==> config.mk <==
export PLATFORM = sky130hd
export DESIGN_NAME = string_to_board
export DESIGN_NICKNAME = d
export VERILOG_FILES = /design/src/rtl/string_to_board.sv
export SDC_FILE = /design/constraint.sdc
export NUM_CORES = 1
export LEC_CHECK = 0
export ABC_AREA = 1
export CORE_AREA = 2 2 278 280
export DETAILED_ROUTE_END_ITERATION = 8
export DIE_AREA = 0 0 280 282
export PLACE_DENSITY = 0.63
export SETUP_SLACK_MARGIN = 0.3
export SYNTH_ARGS = -nofsm -noshare
export SYNTH_HDL_FRONTEND = slang
export SYNTH_SLANG_ARGS = --single-unit
==> constraint.sdc <==
create_clock -name clk -period 4.45 [get_ports clk]
set_input_delay 0.89 -clock clk [delete_from_list [all_inputs] [get_ports clk]]
set_output_delay 0.89 -clock clk [all_outputs]
set_load 0.02 [all_outputs]
==> src/rtl/string_to_board.sv <==
// ASCII board-frame parser: turns the text printer's '|'/'-'/space padded tile grid and
// "score: N" line back into a 16-tile board word and a score value.
module string_to_board #(
    parameter int TILE_W  = 20,
    parameter int SCORE_W = 21
) (
    input  logic                  clk,
    input  logic                  rst_n,
    input  logic [7:0]            char_in,
    input  logic                  char_valid,
    output logic                  char_ready,
    output logic [16*TILE_W-1:0]  board,
    output logic                  board_valid,
    output logic [SCORE_W-1:0]    score,
    output logic                  score_valid,
    output logic                  parse_err,
    output logic [4:0]            tile_cnt
);

    localparam int AW = (TILE_W > SCORE_W) ? TILE_W : SCORE_W;
    localparam int NW = AW + 4;
    localparam logic [NW-1:0] TILE_MAX  = {{(NW-TILE_W){1'b0}}, {TILE_W{1'b1}}};
    localparam logic [NW-1:0] SCORE_MAX = {{(NW-SCORE_W){1'b0}}, {SCORE_W{1'b1}}};

    typedef enum logic [2:0] {
        S_IDLE,
        S_NUM,
        S_GAP,
        S_COMMIT,
        S_SHDR,
        S_SNUM
    } state_t;

    state_t                r_state;
    logic [AW-1:0]         r_acc;
    logic [16*TILE_W-1:0]  r_shadow;
    logic [4:0]            r_tile_cnt;
    logic [16*TILE_W-1:0]  r_board;
    logic [SCORE_W-1:0]    r_score;
    logic                  r_board_valid;
    logic                  r_score_valid;
    logic                  r_parse_err;
    logic                  r_char_ready;

    logic                  w_take;
    logic                  w_is_dig;
    logic                  w_is_sep;
    logic                  w_is_print;
    logic                  w_is_eol;
    logic [3:0]            w_digit;
    logic [NW-1:0]         w_acc_wide;
    logic [NW-1:0]         w_acc_next;
    logic [AW-1:0]         w_acc_first;
    logic                  w_err;

    assign w_take     = char_valid & r_char_ready;
    assign w_is_dig   = (char_in >= 8'h30) && (char_in <= 8'h39);
    assign w_is_sep   = (char_in == 8'h20) || (char_in == 8'h7C) || (char_in == 8'h2D) ||
                        (char_in == 8'h0D) || (char_in == 8'h0A);
    assign w_is_print = (char_in >= 8'h20) && (char_in <= 8'h7E);
    assign w_is_eol   = (char_in == 8'h0A) || (char_in == 8'h0D);
    assign w_digit    = char_in[3:0];

    // acc*10 + d as shift-and-add, widened by 4 bits so an overflow is still visible
    assign w_acc_wide  = {4'b0000, r_acc};
    assign w_acc_next  = (w_acc_wide << 3) + (w_acc_wide << 1) + {{(NW-4){1'b0}}, w_digit};
    assign w_acc_first = {{(AW-4){1'b0}}, w_digit};

    // NOTE: every combinational output gets a default first, so no path can infer a latch.
    always_comb begin
        w_err = 1'b0;
        if (w_take) begin
            case (r_state)
                S_IDLE:  w_err = !(w_is_dig || w_is_sep || (char_in == 8'h73));
                S_NUM:   w_err = w_is_dig ? (w_acc_next > TILE_MAX) : !w_is_sep;
                S_GAP:   w_err = !(w_is_dig || w_is_sep);
                S_SHDR:  w_err = !w_is_dig && !w_is_print;
                S_SNUM:  w_err = w_is_dig ? (w_acc_next > SCORE_MAX) : !w_is_eol;
                default: w_err = 1'b0;
            endcase
        end
    end

    // NOTE: state uses non-blocking assignments only, so every register sees pre-edge values.
    always_ff @(posedge clk or negedge rst_n) begin
        if (!rst_n) begin
            r_state       <= S_IDLE;
            r_acc         <= '0;
            // NOTE: the shadow tile store is reset too, so no X can ever reach the board.
            r_shadow      <= '0;
            r_tile_cnt    <= '0;
            r_board       <= '0;
            r_score       <= '0;
            r_board_valid <= 1'b0;
            r_score_valid <= 1'b0;
            r_parse_err   <= 1'b0;
            r_char_ready  <= 1'b1;
        end else begin
            r_board_valid <= 1'b0;
            r_score_valid <= 1'b0;
            r_parse_err   <= 1'b0;

            if (w_err) begin
                r_parse_err  <= 1'b1;
                r_state      <= S_IDLE;
                r_tile_cnt   <= '0;
                r_acc        <= '0;
                r_char_ready <= 1'b1;
            end else begin
                case (r_state)
                    S_IDLE: if (w_take) begin
                        if (w_is_dig) begin
                            r_acc   <= w_acc_first;
                            r_state <= S_NUM;
                        end else if (char_in == 8'h73) begin
                            r_state <= S_SHDR;
                        end
                    end
                    S_NUM: if (w_take) begin
                        if (w_is_dig) begin
                            r_acc <= w_acc_next[AW-1:0];
                        end else begin
                            r_shadow[r_tile_cnt[3:0]*TILE_W +: TILE_W] <= r_acc[TILE_W-1:0];
                            r_tile_cnt <= r_tile_cnt + 5'd1;
                            if (r_tile_cnt == 5'd15) begin
                                r_state      <= S_COMMIT;
                                r_char_ready <= 1'b0;
                            end else begin
                                r_state <= S_GAP;
                            end
                        end
                    end
                    S_GAP: if (w_take && w_is_dig) begin
                        r_acc   <= w_acc_first;
                        r_state <= S_NUM;
                    end
                    S_COMMIT: begin
                        r_board       <= r_shadow;
                        r_board_valid <= 1'b1;
                        r_tile_cnt    <= '0;
                        r_acc         <= '0;
                        r_char_ready  <= 1'b1;
                        r_state       <= S_IDLE;
                    end
                    S_SHDR: if (w_take && w_is_dig) begin
                        r_acc   <= w_acc_first;
                        r_state <= S_SNUM;
                    end
                    S_SNUM: if (w_take) begin
                        if (w_is_dig) begin
                            r_acc <= w_acc_next[AW-1:0];
                        end else begin
                            r_score       <= r_acc[SCORE_W-1:0];
                            r_score_valid <= 1'b1;
                            r_acc         <= '0;
                            r_state       <= S_IDLE;
                        end
                    end
                    default: begin
                        r_state      <= S_IDLE;
                        r_char_ready <= 1'b1;
                    end
                endcase
            end
        end
    end

    assign char_ready  = r_char_ready;
    assign board       = r_board;
    assign board_valid = r_board_valid;
    assign score       = r_score;
    assign score_valid = r_score_valid;
    assign parse_err   = r_parse_err;
    assign tile_cnt    = r_tile_cnt;

endmodule

==> summary.txt <==
Filler cell count in the final layout - 7098
Library cell with the largest summed area after synthesis - sky130_fd_sc_hd__dfrtp_1
Worst min-delay path category - in2async
Initial Util - 43.7%
Core Area - 75700 um^2
Part of the power in the clock network - 50.4%
Vias after detailed routing - 29800
Per-cell routed wire length - 21.0 um
Post-synthesis net count - 4230
Total Die Area - 79000 um^2
Leading cell type by number of instances after synthesis - sky130_fd_sc_hd__nand2_1
Count of maximum capacitance violations - 0
Largest cells by area after synthesis - sky130_fd_sc_hd__dfrtp_1 52%, sky130_fd_sc_hd__nand2_1 19%, sky130_fd_sc_hd__o21ai_0 5.9%
Worst path buffer plus inverter count - 2
Via density per instance - 5.39
Kind of critical path - reg2reg
Async set-or-reset flop fraction in the synthesized netlist - 100%
Cell-by-cell trace of the critical path - ha_1, ha_1, fa_1, xor2_2, nor2_1, ha_4, clkinv_2, nor2_4, buf_4, nand3_1, o21ai_0
Commonest cells in the synthesized netlist - 1643 x sky130_fd_sc_hd__nand2_1, 693 x sky130_fd_sc_hd__dfrtp_1, 391 x sky130_fd_sc_hd__o21ai_0, 240 x sky130_fd_sc_hd__nor2_1, 224 x sky130_fd_sc_hd__inv_1
Actual slew at the worst max-slew pin - 876 ps
Internal - 0.0102 W
Highest attainable clock frequency - 0.252 GHz
Number of register bits inferred by synthesis - 694
Count of cell types in the netlist - 58
Main flop type after synthesis - sky130_fd_sc_hd__dfrtp_1
Placed wire-length estimate after detailed placement - 84900 um
Number of buffer cells added on primary ports - 360
Minimum clock period - 3970 ps
First-pass GRT wire length - 176000 um
Worst rel slew slack - 41.6%
Setup bufs post-CTS - 0
Post-layout util - 53.8%
Max Root-Sink Buffers - 3
Number of buffers created by CTS - 77
Hold Vio Cnt, Final - 0
Cell at the root of the clock tree - sky130_fd_sc_hd__clkbuf_16
Worst slack, placed - 91.4 ps
Nets - 4565
Share of layout cells above drive strength 1 - 8.27%
Part of the power in combinational logic - 1.3%
Synthesis Warnings - 0
Overall routing resource usage - 29.3%
Power density over the cells - 321 nW/um^2
Maximum number of pins on one net before global-route repair - 170
Latest clock arrival within the worst-skew pair - 640 ps
CTS clk-pin slew, worst paths - 60 ps
Number of instances in the synthesized netlist - 4167
Area share of the leading cell type in the synthesized netlist - 52.4%
Height of the die - 282 um
Overall overflow remaining after global route - 0
Mean instance size in the synthesized netlist - 7.94 um^2
RSZ-0062 raised after global routing - yes
Number of rows in the core area - 101
Clock tree from TritonCTS - built
Worst ir drop on vdd - 0.265 mV
Drt first pass iters - 6
Net switching fraction of the power - 21.7%
Most repeated library cell on the critical path - sky130_fd_sc_hd__ha_1
Post-synthesis cell area - 33100 um^2
Via count of the first global-routing pass - 28600
Slowest library cell on the worst path - sky130_fd_sc_hd__buf_4
Family with the most delay on the worst path - adder cells
Worst r2r path cells - 11
Boundary Pins - 361
Setup crit start kind - flop
Die width - 280 um
Run status - finished clean
Worst endpoint required time - 5010 ps
Register area share after synthesis - 52.5%
Critical Path Sink Type - flop
Antenna violations before repair - 4
Ant diodes - 0
Number of flops mapped to enable cells by yosys - 0
Number of remaining DRC errors - 0
CP max FO - 36
Cell area after layout - 40700 um^2
LEAKAGE - 18.8 nW
Gp weighted congestion - 0.975
PnR worst setup slack - 484 ps
Reported net switching power - 0.00283 W
Worst path depth - 11
Sequential share of power - 48.3%
Final worst-path cycle share - 89.1%
Final Slew Violations - 0
Antenna-violating nets left - 0
Total placed instance area - 38100 um^2
Total Negative Setup Slacks - 0 ps
Arrival time worst endpoint - 4520 ps
Iter 0 DRT Violations - 3063
Clock skew after layout - 36.0 ps
Largest stage delay on the critical path - 480 ps
Growth of design area from synthesis to finish - 23.1%
H-tree lvl count - 3
Sinks on Clock Net - 694
Detailed-route wire length - 116000 um
Final Setup Violations - 0
==> worst reg2reg max path, cell delays in order, from the launching register on <==
cell and delay, ps:
sky130_fd_sc_hd__dfrtp_2 460, sky130_fd_sc_hd__ha_1 300, sky130_fd_sc_hd__ha_1 230, sky130_fd_sc_hd__fa_1 420, sky130_fd_sc_hd__xor2_2 210, sky130_fd_sc_hd__nor2_1 320, sky130_fd_sc_hd__ha_4 250, sky130_fd_sc_hd__clkinv_2 210
sky130_fd_sc_hd__nor2_4 460, sky130_fd_sc_hd__buf_4 480, sky130_fd_sc_hd__nand3_1 320, sky130_fd_sc_hd__o21ai_0 240
==> worst paths after layout <==
| path | end | start | slack, ps |
|---|---|---|---|
| setup / recovery | r_shadow[160] | tile_cnt[3] | 480 |
| hold / removal | board[159] | rst_n | 330 |
| setup reg to reg | r_shadow[160] | tile_cnt[3] | 480 |
| hold reg to reg | board[71] | board[71] | 470 |
| max in group asynchronous | board[58] | rst_n | 3150 |
| min in group clk | board[71] | board[71] | 470 |
==> cell type report <==
cell class | instances | area, um^2 | area share, %
sequential | 694 | 17400 | 42.6
multi-input combinational | 3004 | 13900 | 34.2
timing repair buffer | 476 | 4670 | 11.5
clock buffer | 107 | 2240 | 5.50
tap | 978 | 1220 | 3.00
inverter | 249 | 946 | 2.32
clock inverter | 30 | 369 | 0.906
==> timing repair <==
action / CTS / global route
gates resized for setup: 0 / 9
endpoints found under the setup margin: 0 / 35
hold buffers: 0 / 0
==> power groups by stage <==
| stage | sequential (W) | clock [W] | combinational, W |
|---|---|---|---|
| after floorplan | 0.00643 | 0 | 0.0000104 |
| after global placement | 0.00643 | 0 | 0.000182 |
| after detailed placement | 0.00643 | 0 | 0.000182 |
| after CTS | 0.00631 | 0.00668 | 0.000182 |
| after global routing | 0.00631 | 0.00693 | 0.000203 |
| final | 0.00631 | 0.00658 | 0.000174 |
==> registers in the layout (all words and copies together), names as in the netlist <==
name,count
board_valid,1
char_ready,1
r_state,3
r_shadow,320
tile_cnt,5
score,21
parse_err,1
board,320
score_valid,1
r_acc,21
==> logic make-up after synthesis <==
logic type / after synthesis / share of synthesized area [%]
AO/OA/AOI/OAI: 633 / 10.5
XOR/XNOR: 10 / 0.344
adder cells (fa/ha/maj): 52 / 2.03
buffers and inverters: 469 / 5.63
flip-flops: 694 / 52.5
AND/OR/NAND/NOR: 2309 / 29.0
==> through the flow <==
stage	power, W	instances	hold WS, ps
after floorplan	0.00644	4167	442
after global placement	0.00661	5401	453
after detailed placement	0.00661	5401	457
after CTS	0.0132	5538	357
after global routing	0.0134	5538	392
final	0.0131	5538	331
==> layout by cell type, fill, tap and decap left out, types with 8 or more instances in the layout <==
| master | synthesis | final |
|---|---|---|
| sky130_fd_sc_hd__o22ai_1 | 18 | 18 |
| sky130_fd_sc_hd__nor3_2 | 8 | 8 |
| sky130_fd_sc_hd__or2_2 | 12 | 12 |
| sky130_fd_sc_hd__buf_4 | 4 | 101 |
| sky130_fd_sc_hd__inv_2 | 17 | 18 |
| sky130_fd_sc_hd__o21ai_0 | 391 | 390 |
| sky130_fd_sc_hd__clkbuf_8 | 0 | 18 |
| sky130_fd_sc_hd__inv_1 | 224 | 223 |
| sky130_fd_sc_hd__a21oi_1 | 37 | 37 |
| sky130_fd_sc_hd__clkbuf_16 | 0 | 78 |
| sky130_fd_sc_hd__nor3_1 | 68 | 68 |
| sky130_fd_sc_hd__nor2_1 | 240 | 239 |
| sky130_fd_sc_hd__dfrtp_1 | 693 | 691 |
| sky130_fd_sc_hd__buf_12 | 0 | 15 |
| sky130_fd_sc_hd__nand3_1 | 200 | 198 |
| sky130_fd_sc_hd__nand2_1 | 1643 | 1642 |
| sky130_fd_sc_hd__clkinv_2 | 0 | 14 |
| sky130_fd_sc_hd__clkbuf_1 | 146 | 11 |
| sky130_fd_sc_hd__nand4_1 | 71 | 71 |
| sky130_fd_sc_hd__nor2_4 | 9 | 10 |
| sky130_fd_sc_hd__o21ai_1 | 102 | 102 |
| sky130_fd_sc_hd__nor2_2 | 15 | 15 |
| sky130_fd_sc_hd__o31ai_1 | 24 | 24 |
| sky130_fd_sc_hd__clkdlybuf4s50_1 | 0 | 359 |
| sky130_fd_sc_hd__o21ai_2 | 14 | 13 |
| sky130_fd_sc_hd__nand3_2 | 14 | 16 |
| sky130_fd_sc_hd__ha_1 | 49 | 48 |
| sky130_fd_sc_hd__a31oi_1 | 10 | 10 |
| sky130_fd_sc_hd__a22oi_1 | 10 | 10 |
==> routing by layer <==
layer / vias to the layer above / routed length, um / global-route usage [%]
met4: 4 / 4940 / 12.3
met1: 14300 / 49300 / 39.7
met2: 1130 / 53900 / 46.3
met3: 230 / 8310 / 5.29
met5: - / 22 / 0
li1: 14100 / - / -
No activity file was read; power rests on OpenSTA's default activity.
